**config.mk**
```make
export PLATFORM = sky130hd
export DESIGN_NAME = video_ser_20b_to_10b
export DESIGN_NICKNAME = d
export VERILOG_FILES = /design/src/rtl/vss_pkg.sv /design/src/rtl/vss_fifo2.sv /design/src/rtl/video_ser_20b_to_10b.sv
export SDC_FILE = /design/constraint.sdc
export NUM_CORES = 1
export LEC_CHECK = 0
export BUFFER_PORTS_ARGS = -buffer_cell sky130_fd_sc_hd__buf_4
export CAP_MARGIN = 20
export CORE_ASPECT_RATIO = 0.7
export CORE_MARGIN = 3
export CORE_UTILIZATION = 63
export CTS_BUF_LIST = sky130_fd_sc_hd__clkbuf_2
export CTS_CLUSTER_SIZE = 20
export DETAILED_ROUTE_END_ITERATION = 8
export GPL_TIMING_DRIVEN = 0
export PLACE_DENSITY = 0.91
export SLEW_MARGIN = 20
export SYNTH_ARGS = -nofsm -noshare
export SYNTH_HDL_FRONTEND = slang
export SYNTH_SLANG_ARGS = --single-unit
```
**constraint.sdc**
```tcl
create_clock -name clk -period 9.9 [get_ports clk]
set_input_delay 0.99 -clock clk [delete_from_list [all_inputs] [get_ports clk]]
set_output_delay 0.99 -clock clk [all_outputs]
set_load 0.005 [all_outputs]
```
**src/rtl/vss_pkg.sv**
```systemverilog
// Shared types and constants for the 20b-to-10b video serializer.
// VSS_UNDERRUN_BLANK_EN (see top) selects the blanking behaviour of IDLE.
package vss_pkg;

  localparam int VSS_HALF_W = 10;

  localparam logic [VSS_HALF_W-1:0] VSS_BLANK_C = 10'h200;
  localparam logic [VSS_HALF_W-1:0] VSS_BLANK_Y = 10'h040;

  typedef enum logic [1:0] {
    ST_IDLE = 2'd0,
    ST_LOW  = 2'd1,
    ST_HIGH = 2'd2
  } vss_state_t;

  typedef struct packed {
    logic [2*VSS_HALF_W-1:0] word;
    logic                    hsync;
    logic                    vsync;
    logic                    fsync;
  } vss_entry_t;

  // Occupancy after an edge; callers never push when full or pop when empty.
  function automatic logic [1:0] vss_count_next(input logic [1:0] count,
                                                input logic       push,
                                                input logic       pop);
    logic [1:0] v_next;
    v_next = count;
    if (push && !pop) begin
      v_next = count + 2'd1;
    end else if (pop && !push) begin
      v_next = count - 2'd1;
    end else begin
      v_next = count;
    end
    return v_next;
  endfunction

endpackage

```
**src/rtl/vss_fifo2.sv**
```systemverilog
// Two-entry FIFO of word+sync entries with synchronous active-high reset.
// Pushes while full and pops while empty are ignored.
module vss_fifo2
  import vss_pkg::*;
(
  input  logic       i_clk,
  input  logic       i_rst,
  input  logic       i_push,
  input  vss_entry_t i_push_data,
  input  logic       i_pop,
  output vss_entry_t o_pop_data,
  output logic [1:0] o_count,
  output logic       o_full,
  output logic       o_empty
);

  vss_entry_t r_mem [2];
  logic       r_wr_ptr;
  logic       r_rd_ptr;
  logic [1:0] r_count;
  logic       w_push_ok;
  logic       w_pop_ok;

  // Qualify requests against current occupancy
  always_comb begin
    w_push_ok = i_push && (r_count != 2'd2);
    w_pop_ok  = i_pop && (r_count != 2'd0);
  end

  // Storage, pointers and occupancy
  always_ff @(posedge i_clk) begin
    if (i_rst) begin
      r_wr_ptr <= 1'b0;
      r_rd_ptr <= 1'b0;
      r_count  <= 2'd0;
    end else begin
      if (w_push_ok) begin
        r_mem[r_wr_ptr] <= i_push_data;
        r_wr_ptr        <= ~r_wr_ptr;
      end
      if (w_pop_ok) begin
        r_rd_ptr <= ~r_rd_ptr;
      end
      r_count <= vss_count_next(r_count, w_push_ok, w_pop_ok);
    end
  end

  assign o_pop_data = r_mem[r_rd_ptr];
  assign o_count    = r_count;
  assign o_full     = (r_count == 2'd2);
  assign o_empty    = (r_count == 2'd0);

endmodule

```
**src/rtl/video_ser_20b_to_10b.sv**
```systemverilog
// Serializes packed 2-sample video words into one sample per clock, low half first.
// Define VSS_UNDERRUN_BLANK_EN to emit C/Y blanking codes while idle after data.
module video_ser_20b_to_10b
  import vss_pkg::*;
#(
  parameter int HALF_W = VSS_HALF_W
) (
  input  logic              clk,
  input  logic              rst,
  input  logic [2*HALF_W-1:0] data_in,
  input  logic              in_valid,
  output logic              in_ready,
  input  logic              hsync_in,
  input  logic              vsync_in,
  input  logic              fsync_in,
  output logic [HALF_W-1:0] data_out,
  output logic              out_valid,
  output logic              hsync_out,
  output logic              vsync_out,
  output logic              fsync_out,
  output logic              phase,
  output logic              underrun
);

  vss_entry_t        w_push_entry;
  vss_entry_t        w_pop_entry;
  logic              w_push;
  logic              w_pop;
  logic              w_fifo_full;
  logic              w_fifo_empty;
  logic [1:0]        w_fifo_count;
  logic [1:0]        w_count_next;

  vss_state_t        r_state;
  logic [HALF_W-1:0] r_high;
  logic [HALF_W-1:0] r_data_out;
  logic              r_in_ready;
  logic              r_out_valid;
  logic              r_hsync;
  logic              r_vsync;
  logic              r_fsync;
  logic              r_phase;
  logic              r_underrun;
  logic              r_emitted;

  // Handshake and pop decision; a pop only happens where a new word may start
  always_comb begin
    w_push_entry.word  = data_in;
    w_push_entry.hsync = hsync_in;
    w_push_entry.vsync = vsync_in;
    w_push_entry.fsync = fsync_in;
    w_push             = in_valid && r_in_ready && !w_fifo_full;
    w_pop              = !w_fifo_empty && (r_state != ST_LOW);
    w_count_next       = vss_count_next(w_fifo_count, w_push, w_pop);
  end

  vss_fifo2 u_fifo (
    .i_clk       (clk),
    .i_rst       (rst),
    .i_push      (w_push),
    .i_push_data (w_push_entry),
    .i_pop       (w_pop),
    .o_pop_data  (w_pop_entry),
    .o_count     (w_fifo_count),
    .o_full      (w_fifo_full),
    .o_empty     (w_fifo_empty)
  );

  // Serializer FSM with all outputs registered
  always_ff @(posedge clk) begin
    if (rst) begin
      r_state     <= ST_IDLE;
      r_high      <= '0;
      r_data_out  <= '0;
      r_in_ready  <= 1'b0;
      r_out_valid <= 1'b0;
      r_hsync     <= 1'b0;
      r_vsync     <= 1'b0;
      r_fsync     <= 1'b0;
      r_phase     <= 1'b0;
      r_underrun  <= 1'b0;
      r_emitted   <= 1'b0;
    end else begin
      r_in_ready <= (w_count_next != 2'd2);
      case (r_state)
        ST_IDLE, ST_HIGH: begin
          if (w_pop) begin
            r_state     <= ST_LOW;
            r_data_out  <= w_pop_entry.word[HALF_W-1:0];
            r_high      <= w_pop_entry.word[2*HALF_W-1:HALF_W];
            r_hsync     <= w_pop_entry.hsync;
            r_vsync     <= w_pop_entry.vsync;
            r_fsync     <= w_pop_entry.fsync;
            r_phase     <= 1'b0;
            r_out_valid <= 1'b1;
            r_emitted   <= 1'b1;
          end else if (r_state == ST_HIGH) begin
            r_state     <= ST_IDLE;
            r_out_valid <= 1'b0;
            r_phase     <= 1'b0;
            r_underrun  <= r_underrun | r_emitted;
`ifdef VSS_UNDERRUN_BLANK_EN
            r_data_out  <= VSS_BLANK_C;
`endif
          end else begin
            r_out_valid <= 1'b0;
`ifdef VSS_UNDERRUN_BLANK_EN
            // Blanking alternates only once real data has been sent
            if (r_emitted) begin
              r_data_out <= r_phase ? VSS_BLANK_C : VSS_BLANK_Y;
              r_phase    <= ~r_phase;
            end
`endif
          end
        end
        ST_LOW: begin
          r_state    <= ST_HIGH;
          r_data_out <= r_high;
          r_phase    <= 1'b1;
        end
        default: begin
          r_state     <= ST_IDLE;
          r_out_valid <= 1'b0;
          r_phase     <= 1'b0;
        end
      endcase
    end
  end

  assign in_ready  = r_in_ready;
  assign data_out  = r_data_out;
  assign out_valid = r_out_valid;
  assign hsync_out = r_hsync;
  assign vsync_out = r_vsync;
  assign fsync_out = r_fsync;
  assign phase     = r_phase;
  assign underrun  = r_underrun;

endmodule

```
==> impl_metrics.ini, run 1 <==
[route]
drc = 0
dr_total_vias = 1855
wl_um = 5350
drt-initial-drc-count = 167
dr.pass1.iters = 5
wl_per_cell_um = 17.0
postRouteAntennaNets = 0
drt-vias-per-instance = 5.91

[critical_path]
rr_startpoint = u_fifo.o_count[0]$_SDFFE_PP0P_
worst-r2r-cell-count = 7
timing.rr.end = u_fifo.r_mem[0][15]$_DFFE_PP_
cp.buffers_inverters = 4
reg2reg_slack_ns = 7.53
cpMostUsedCell = buf_6
critPathMaxStageDelay_ns = 0.61
crit_path_end_kind = register
critPathArrivalTime_ns = 2.60
crit_fanout = 10
crit_family = simple AND/OR/NAND/NOR gates
cp-start-kind = register
crit_required_ns = 10.14
crit_type = reg -> reg
path_cells = inv_1 -> ha_1 -> and3b_1 -> buf_6 -> nor3b_2 -> buf_6 -> buf_4
cp_slowest_cell = nor3b_2

[sta]
fmax_ghz = 0.423
min_period_ns = 2.37
setup_slack_ns = 7.53
slew_headroom = 0.513
fin_hold_ws_ns = 0.500
finalHoldViolCount = 0
fin_skew_ns = 0.0263
finalMaxSlewViolations = 0
period_share = 0.239
rsz0062_at_grt = false
tns_ns = 0
tightest_slew_ns = 0.727
setup_violations = 0

[run_status]
status = completed

[placed_design]
dpl.hpwl_um = 3590
gp_congestion = 0.757
dp_slack_ns = 7.17
portBuffers = 41

[logic_synthesis]
synth-edff-count = 46
synth_area_um2 = 2960
yosysTopAreaCell = edfxtp_1
ys_seq_area_frac = 0.696
yosysWarnings = 0
yosys.area.top_type_share = 0.466
ys_async_sr_fraction = 0
synthDistinctLibCells = 28
synth_area_per_cell_um2 = 14.7
syn_nets = 230
synth_area_leaders = edfxtp_1 (47%), dfxtp_1 (23%), nor2_1 (4.4%)
synthCells = 201
ys_ff_latch = 80
synthFlopType = edfxtp_1

[cells_and_area]
final_nets = 284
final_common_cell = edfxtp_1
drive_gt1_frac = 0.317
mostFrequentLayoutCells = edfxtp_1 (46), buf_4 (42), nor2_1 (35)
fillers = 255
regArea_um2 = 2060
diodes = 0
syn_to_final_growth_pct = 17.9
multi_input_area_um2 = 798

[min_path]
whs_endpoint = r_emitted$_SDFFE_PP0P_
min_from = r_emitted$_SDFFE_PP0P_
whs_path_depth = 2
hold_path_class = reg -> reg

[global_route]
grt_use_total = 0.212
grt_pass1_wl_um = 8720
globalRoute.totalOverflow = 0
grt_max_degree = 24
grt_pass1_vias = 1832
antenna_found_initial = 0

[clocking]
htreeDepth = 3
clkSinkCount = 80
cts_resized = 0
cts_buffers = 9
cts_tree = built
clk_latency_ns = 0.51
cts.path.max_buffers = 2
clk_pin_slew_ns = 0.18
post_cts_buffers = 0
cts_hold_buf = 0
cts-root-buf = clkbuf_2

[die]
die_y_um = 63.4
rows = 20
die_area_um2 = 5570
io_pins = 43
die_w_um = 88.0
coreArea_um2 = 4430
start_util = 0.669

[power]
leakagePower_nw = 1.33
peakVddDrop_mv = 0.143
powerDensity_nw_per_um2 = 271
power_mw = 0.947

[run]
cap_violations = 0
worst max path at each step:
stage                                              start                       endpoint  slack [ns]  cells after the start
after floorplan                                 in_valid   u_fifo.r_mem[0][0]$_DFFE_PP_        6.46                      3
after global placement                          in_valid  u_fifo.r_mem[0][19]$_DFFE_PP_        5.46                      4
after detailed placement                        in_valid  u_fifo.r_mem[0][19]$_DFFE_PP_        7.17                      6
after CTS                 u_fifo.o_count[0]$_SDFFE_PP0P_  u_fifo.r_mem[0][19]$_DFFE_PP_        7.52                      7
after global routing      u_fifo.o_count[0]$_SDFFE_PP0P_  u_fifo.r_mem[0][10]$_DFFE_PP_        7.42                      7
final                     u_fifo.o_count[0]$_SDFFE_PP0P_  u_fifo.r_mem[0][15]$_DFFE_PP_        7.53                      7
worst reg2reg max path, delay by kind of cell, from the launching register on:
family / cells / cell delay [ns]
flops: 1 / 0.44
simple gates: 2 / 0.83
fa+ha+maj: 1 / 0.19
buf+inv: 4 / 0.65
area by class of cell:
cell class | count | share of cell area
plain buffers | 13 | 0.0265
clock buffers | 11 | 0.0158
clock inverters | 4 | 0.0208
inverters | 4 | 0.00430
multi-input cells | 104 | 0.229
flip-flops and latches | 80 | 0.591
well taps | 55 | 0.0197
repair buffers | 43 | 0.0935
cell usage after synthesis, types with 2 or more instances:
cell type,number
and3b_1,2
a222oi_1,10
a21oi_1,2
edfxtp_1,46
buf_2,4
nor2_1,35
a211oi_1,13
buf_6,3
clkbuf_1,4
mux2_2,5
inv_1,4
xor2_1,2
mux2_4,6
xnor2_1,3
dfxtp_1,34
ha_1,3
mux2i_1,13
nor3_1,2
routing by layer:
metal	routed length (µm)	up-vias	track usage
li1	-	861	-
met5	0	-	0
met2	2530	73	0.316
met4	94	0	0.0766
met1	2360	907	0.284
met3	366	14	0.0797
power breakdown:
group | switching (mW) | internal [mW]
registers | 0.0380 | 0.420
logic | 0.159 | 0.147
clock network | 0.0996 | 0.0842
registers in the layout, indices dropped and copies added, names as in the netlist, named ones only:
register,cells
u_fifo.r_mem,46
data_out,10
r_high,10
r_state,2
u_fifo.o_count,2
fsync_out,1
hsync_out,1
in_ready,1
out_valid,1
r_emitted,1
u_fifo.r_rd_ptr,1
u_fifo.r_wr_ptr,1
underrun,1
vsync_out,1
logic make-up (layout without fill, tap and decap cells):
logic type,after synthesis,in the layout,synth area share
flops,80,80,0.696
simple gates,44,44,0.0655
compound gates,28,28,0.0811
mux,24,24,0.0934
buf+inv,17,75,0.0363
xor+xnor,5,5,0.0148
fa+ha+maj,3,3,0.0127
stage by stage:
stage	std cells	instance area, µm²	util
after global placement	297	3340	0.754
after floorplan	201	2960	-
final	314	3490	0.788
after detailed placement	299	3360	0.759
after global routing	314	3490	0.788
after CTS	314	3490	0.788
Power figures use the tool's default switching activity.
==> run 2: changes to the inputs <==
Settings changed: CORE_UTILIZATION 63 to 53, PLACE_DENSITY 0.91 to 0.82.
Clock period 9.9 ns to 1.9 ns, I/O delays scaled along.
==> impl_metrics.ini, run 2 (synthesis gave the netlist of run 1 again) <==
[run_status]
status = completed

[route]
wl_um = 5880
dr.pass1.iters = 5
wl_per_cell_um = 16.6
drc = 0
dr_total_vias = 1875
drt-vias-per-instance = 5.28
drt-initial-drc-count = 169
postRouteAntennaNets = 0

[power]
peakVddDrop_mv = 0.617
leakagePower_nw = 1.43
powerDensity_nw_per_um2 = 1330

[cells_and_area]
final_common_cell = edfxtp_1
diodes = 0
mostFrequentLayoutCells = edfxtp_1 (46), buf_4 (42), nor2_1 (35)
syn_to_final_growth_pct = 27.1
drive_gt1_frac = 0.304
fillers = 356
top_register = u_fifo.r_mem
final_nets = 307
largest_reg_flops = 46

[clocking]
clk_pin_slew_ns = 0.19
clkSinkCount = 80
cts-root-buf = clkbuf_2
cts_buffers = 9
clk_latency_ns = 0.50
cts.path.max_buffers = 2
cts_tree = built
htreeDepth = 3

[placed_design]
portBuffers = 41
dpl.hpwl_um = 3650
gp_congestion = 0.780

[die]
die_y_um = 68.5
start_util = 0.557
die_w_um = 95.3
io_pins = 43
coreArea_um2 = 5310
rows = 22
die_area_um2 = 6530

[critical_path]
critPathMaxStageDelay_ns = 0.44
crit_fanout = 23
cp-start-kind = register
critPathArrivalTime_ns = 1.95
crit_family = simple AND/OR/NAND/NOR gates
cp.buffers_inverters = 2
cp_slowest_cell = and3b_4
crit_required_ns = 2.08
crit_path_end_kind = register
crit_type = reg -> reg
path_cells = inv_2 -> ha_2 -> and3b_1 -> buf_6 -> and3b_4

[sta]
fin_skew_ns = 0.0146
tns_ns = 0
fin_hold_ws_ns = 0.205
min_period_ns = 1.77
rsz0062_at_grt = false
finalMaxSlewViolations = 0
period_share = 0.929
setup_violations = 0
finalHoldViolCount = 0
slew_headroom = 0.613
fmax_ghz = 0.566
tightest_slew_ns = 0.581

[global_route]
grt_use_total = 0.203
grt_max_degree = 24
grt_pass1_wl_um = 9510
globalRoute.totalOverflow = 0
antenna_found_initial = 0
grt_pass1_vias = 1920

[run]
cap_violations = 0

[min_path]
hold_path_class = in -> reg
## run 2: timing repair
action                                  CTS  global route
endpoints found under the hold margin    46             0
endpoints found under the setup margin   37            11
hold buffers                             23             0
resized for setup                         2             5
buffers inserted                          1             0
gates cloned                              0             0
## run 2: worst paths after layout
kind / startpoint / endpoint / slack, ns / depth (start not counted)
worst max-delay path: u_fifo.o_count[0]$_SDFFE_PP0P_ / u_fifo.r_mem[1][21]$_DFFE_PP_ / 0.13 / 5
worst min-delay path: rst / in_ready$_SDFF_PP0_ / 0.20 / 2
worst max register to register: u_fifo.o_count[0]$_SDFFE_PP0P_ / u_fifo.r_mem[1][21]$_DFFE_PP_ / 0.13 / 5
worst min register to register: r_emitted$_SDFFE_PP0P_ / r_emitted$_SDFFE_PP0P_ / 0.50 / 2
## run 2: layout make-up
cell class,instances,area [µm²],share of cell area
buffer,13,98.8,0.0263
timing repair buffer,66,561,0.149
inverter,4,15.0,0.00399
clock inverter,5,71.3,0.0189
sequential,80,2060,0.548
multi-input combinational,104,810,0.215
tap,72,90.1,0.0239
clock buffer,11,55.1,0.0146
## run 2: per-stage QoR
step                       util  cells  setup WS (ns)  instance area, µm²  total power [mW]
after floorplan               -    201        -0.0336                2980              3.45
after global placement    0.635    314         -0.406                3370              3.94
after detailed placement  0.638    315         -0.365                3390              4.02
after CTS                 0.707    355         0.0995                3760              5.00
after global routing      0.709    355        0.00327                3760              5.33
final                     0.709    355          0.134                3760              5.01
## run 2: power by group
part	internal, mW	total [mW]	switching (mW)	leakage [nW]
Combinational	0.815	1.66	0.844	0.651
Sequential	2.19	2.40	0.209	0.698
Clock	0.435	0.956	0.520	0.0787
Total	3.44	5.01	1.57	1.43
## run 2: worst reg2reg max path, cell delays in order, from the launching register on
cell,delay [ns]
dfxtp_2,0.42
inv_2,0.05
ha_2,0.15
and3b_1,0.22
buf_6,0.14
and3b_4,0.45
## run 2: routing by layer
metal	up-vias	wire [µm]	global-route usage
li1	905	-	-
met1	890	2490	0.246
met2	72	2900	0.344
met3	8	447	0.0694
met4	0	52	0.0701
met5	-	0	0
==> run 3: changes to the inputs <==
Settings changed: CORE_ASPECT_RATIO 0.7 to unset.
==> impl_metrics.ini, run 3 (synthesis gave the netlist of run 1 again) <==
[critical_path]
timing.rr.end = r_high[5]$_SDFFE_PP0P_
reg2reg_slack_ns = 0.12
crit_path_end_kind = register
crit_end = r_high[5]$_SDFFE_PP0P_
critPathMaxStageDelay_ns = 0.41
worst-r2r-cell-count = 7
path_depth = 7
path_cells = inv_1 -> ha_1 -> nor2_1 -> buf_2 -> buf_2 -> nor2_1 -> a211oi_1
crit_start = u_fifo.o_count[1]$_SDFFE_PP0P_
cp-start-kind = register
cp.buffers_inverters = 3
crit_family = buffers and inverters
rr_startpoint = u_fifo.o_count[1]$_SDFFE_PP0P_
critPathArrivalTime_ns = 2.21
crit_type = reg -> reg
crit_required_ns = 2.33
crit_fanout = 10
cp_slowest_cell = dfxtp_1

[clocking]
clkSinkCount = 80
clk_latency_ns = 0.51
cts_buffers = 9
clk_pin_slew_ns = 0.20
cts_tree = built
htreeDepth = 3
cts-root-buf = clkbuf_2
cts.path.max_buffers = 2

[min_path]
hold_path_class = in -> reg
whs_path_depth = 2

[run_status]
status = completed

[power]
p_comb_frac = 0.325
pwr-share-clk = 0.199
leakagePower_nw = 1.44
peakVddDrop_mv = 0.917
swShare = 0.316
intPower_mw = 3.44
seqPwrFrac = 0.477
power_mw = 5.03
powerDensity_nw_per_um2 = 1330
power.net_switching_mw = 1.59

[die]
die_y_um = 80.8
start_util = 0.562
io_pins = 43
die_w_um = 80.8
rows = 26
coreArea_um2 = 5270
die_area_um2 = 6520

[sta]
finalMaxSlewViolations = 0
fin_skew_ns = 0.0185
fmax_ghz = 0.562
setup_violations = 0
min_period_ns = 1.78
finalHoldViolCount = 0
fin_hold_ws_ns = 0.143
setup_slack_ns = 0.121
rsz0062_at_grt = true
period_share = 0.936
slew_headroom = 0.677
tightest_slew_ns = 0.484

[route]
drt-initial-drc-count = 174
wl_per_cell_um = 16.6
drt-vias-per-instance = 5.36
drc = 0
dr_total_vias = 1896
postRouteAntennaNets = 0
wl_um = 5880
dr.pass1.iters = 5

[cells_and_area]
utilization = 0.716
syn_to_final_growth_pct = 27.3
drive_gt1_frac = 0.310
regArea_um2 = 2060
final_common_cell = edfxtp_1
final_nets = 308
fillers = 362
finish.instance_area_um2 = 3770
largest_reg_flops = 46
mostFrequentLayoutCells = edfxtp_1 (46), buf_4 (42), nor2_1 (35)
diodes = 0
multi_input_area_um2 = 815
top_register = u_fifo.r_mem

[global_route]
grt_max_degree = 24
grt_use_total = 0.204
grt_pass1_wl_um = 9580
globalRoute.totalOverflow = 0
antenna_found_initial = 0
grt_pass1_vias = 1912

[run]
cap_violations = 0

[placed_design]
dp_slack_ns = -0.365
gp_congestion = 0.789
place_area_um2 = 3390
portBuffers = 41
dpl.hpwl_um = 3740
-- run 3: area by class of cell --
class                           count  share of cell area
Timing Repair Buffer               67               0.151
Tap cell                           70              0.0232
Sequential cell                    80               0.547
Clock inverter                      5              0.0196
Multi-Input combinational cell    104               0.216
Inverter                            4             0.00398
Buffer                             13              0.0249
Clock buffer                       11              0.0146
-- run 3: per-stage QoR --
stage	std cells	setup TNS [ns]
3_5_place_dp	314	-8.81
4_1_cts	354	0
5_1_grt	354	-0.186
3_3_place_gp	312	-17.16
6_report	354	0
2_1_floorplan	201	-0.773
-- run 3: what timing repair did --
item                       4_1_cts  5_1_grt
pin swaps                        0        0
buffers inserted                 1        0
cloned                           0        0
hold buffers                    23        0
resized for setup                2        3
setup endpoints to repair       40        1
hold endpoints to repair        46        0
-- run 3: how the worst min path moves through the flow --
stage / start / endpoint / slack [ns]
global route: rst / r_high[2]$_SDFFE_PP0P_ / 0.14
detailed placement: data_in[8] / u_fifo.r_mem[0][11]$_DFFE_PP_ / 0.38
floorplan: fsync_in / u_fifo.r_mem[0][0]$_DFFE_PP_ / 0.29
global placement: data_in[5] / u_fifo.r_mem[0][8]$_DFFE_PP_ / 0.38
CTS: rst / in_ready$_SDFF_PP0_ / 0.09
finish: rst / in_ready$_SDFF_PP0_ / 0.14
-- run 3: metal layers --
| layer | track usage | wire length [µm] | up-vias |
|---|---|---|---|
| met4 | 0.0963 | 85 | 0 |
| met5 | 0 | 0 | - |
| met3 | 0.0488 | 316 | 6 |
| met2 | 0.325 | 2950 | 59 |
| li1 | - | - | 905 |
| met1 | 0.265 | 2530 | 926 |
-- run 3: power groups by stage --
stage               sequential [mW]  combinational [mW]  clock, mW
CTS                            2.40                1.63       1.01
floorplan                      2.39                1.06          0
global route                   2.43                1.81       1.10
finish                         2.40                1.63       1.00
detailed placement             2.44                1.56          0
global placement               2.42                1.51          0
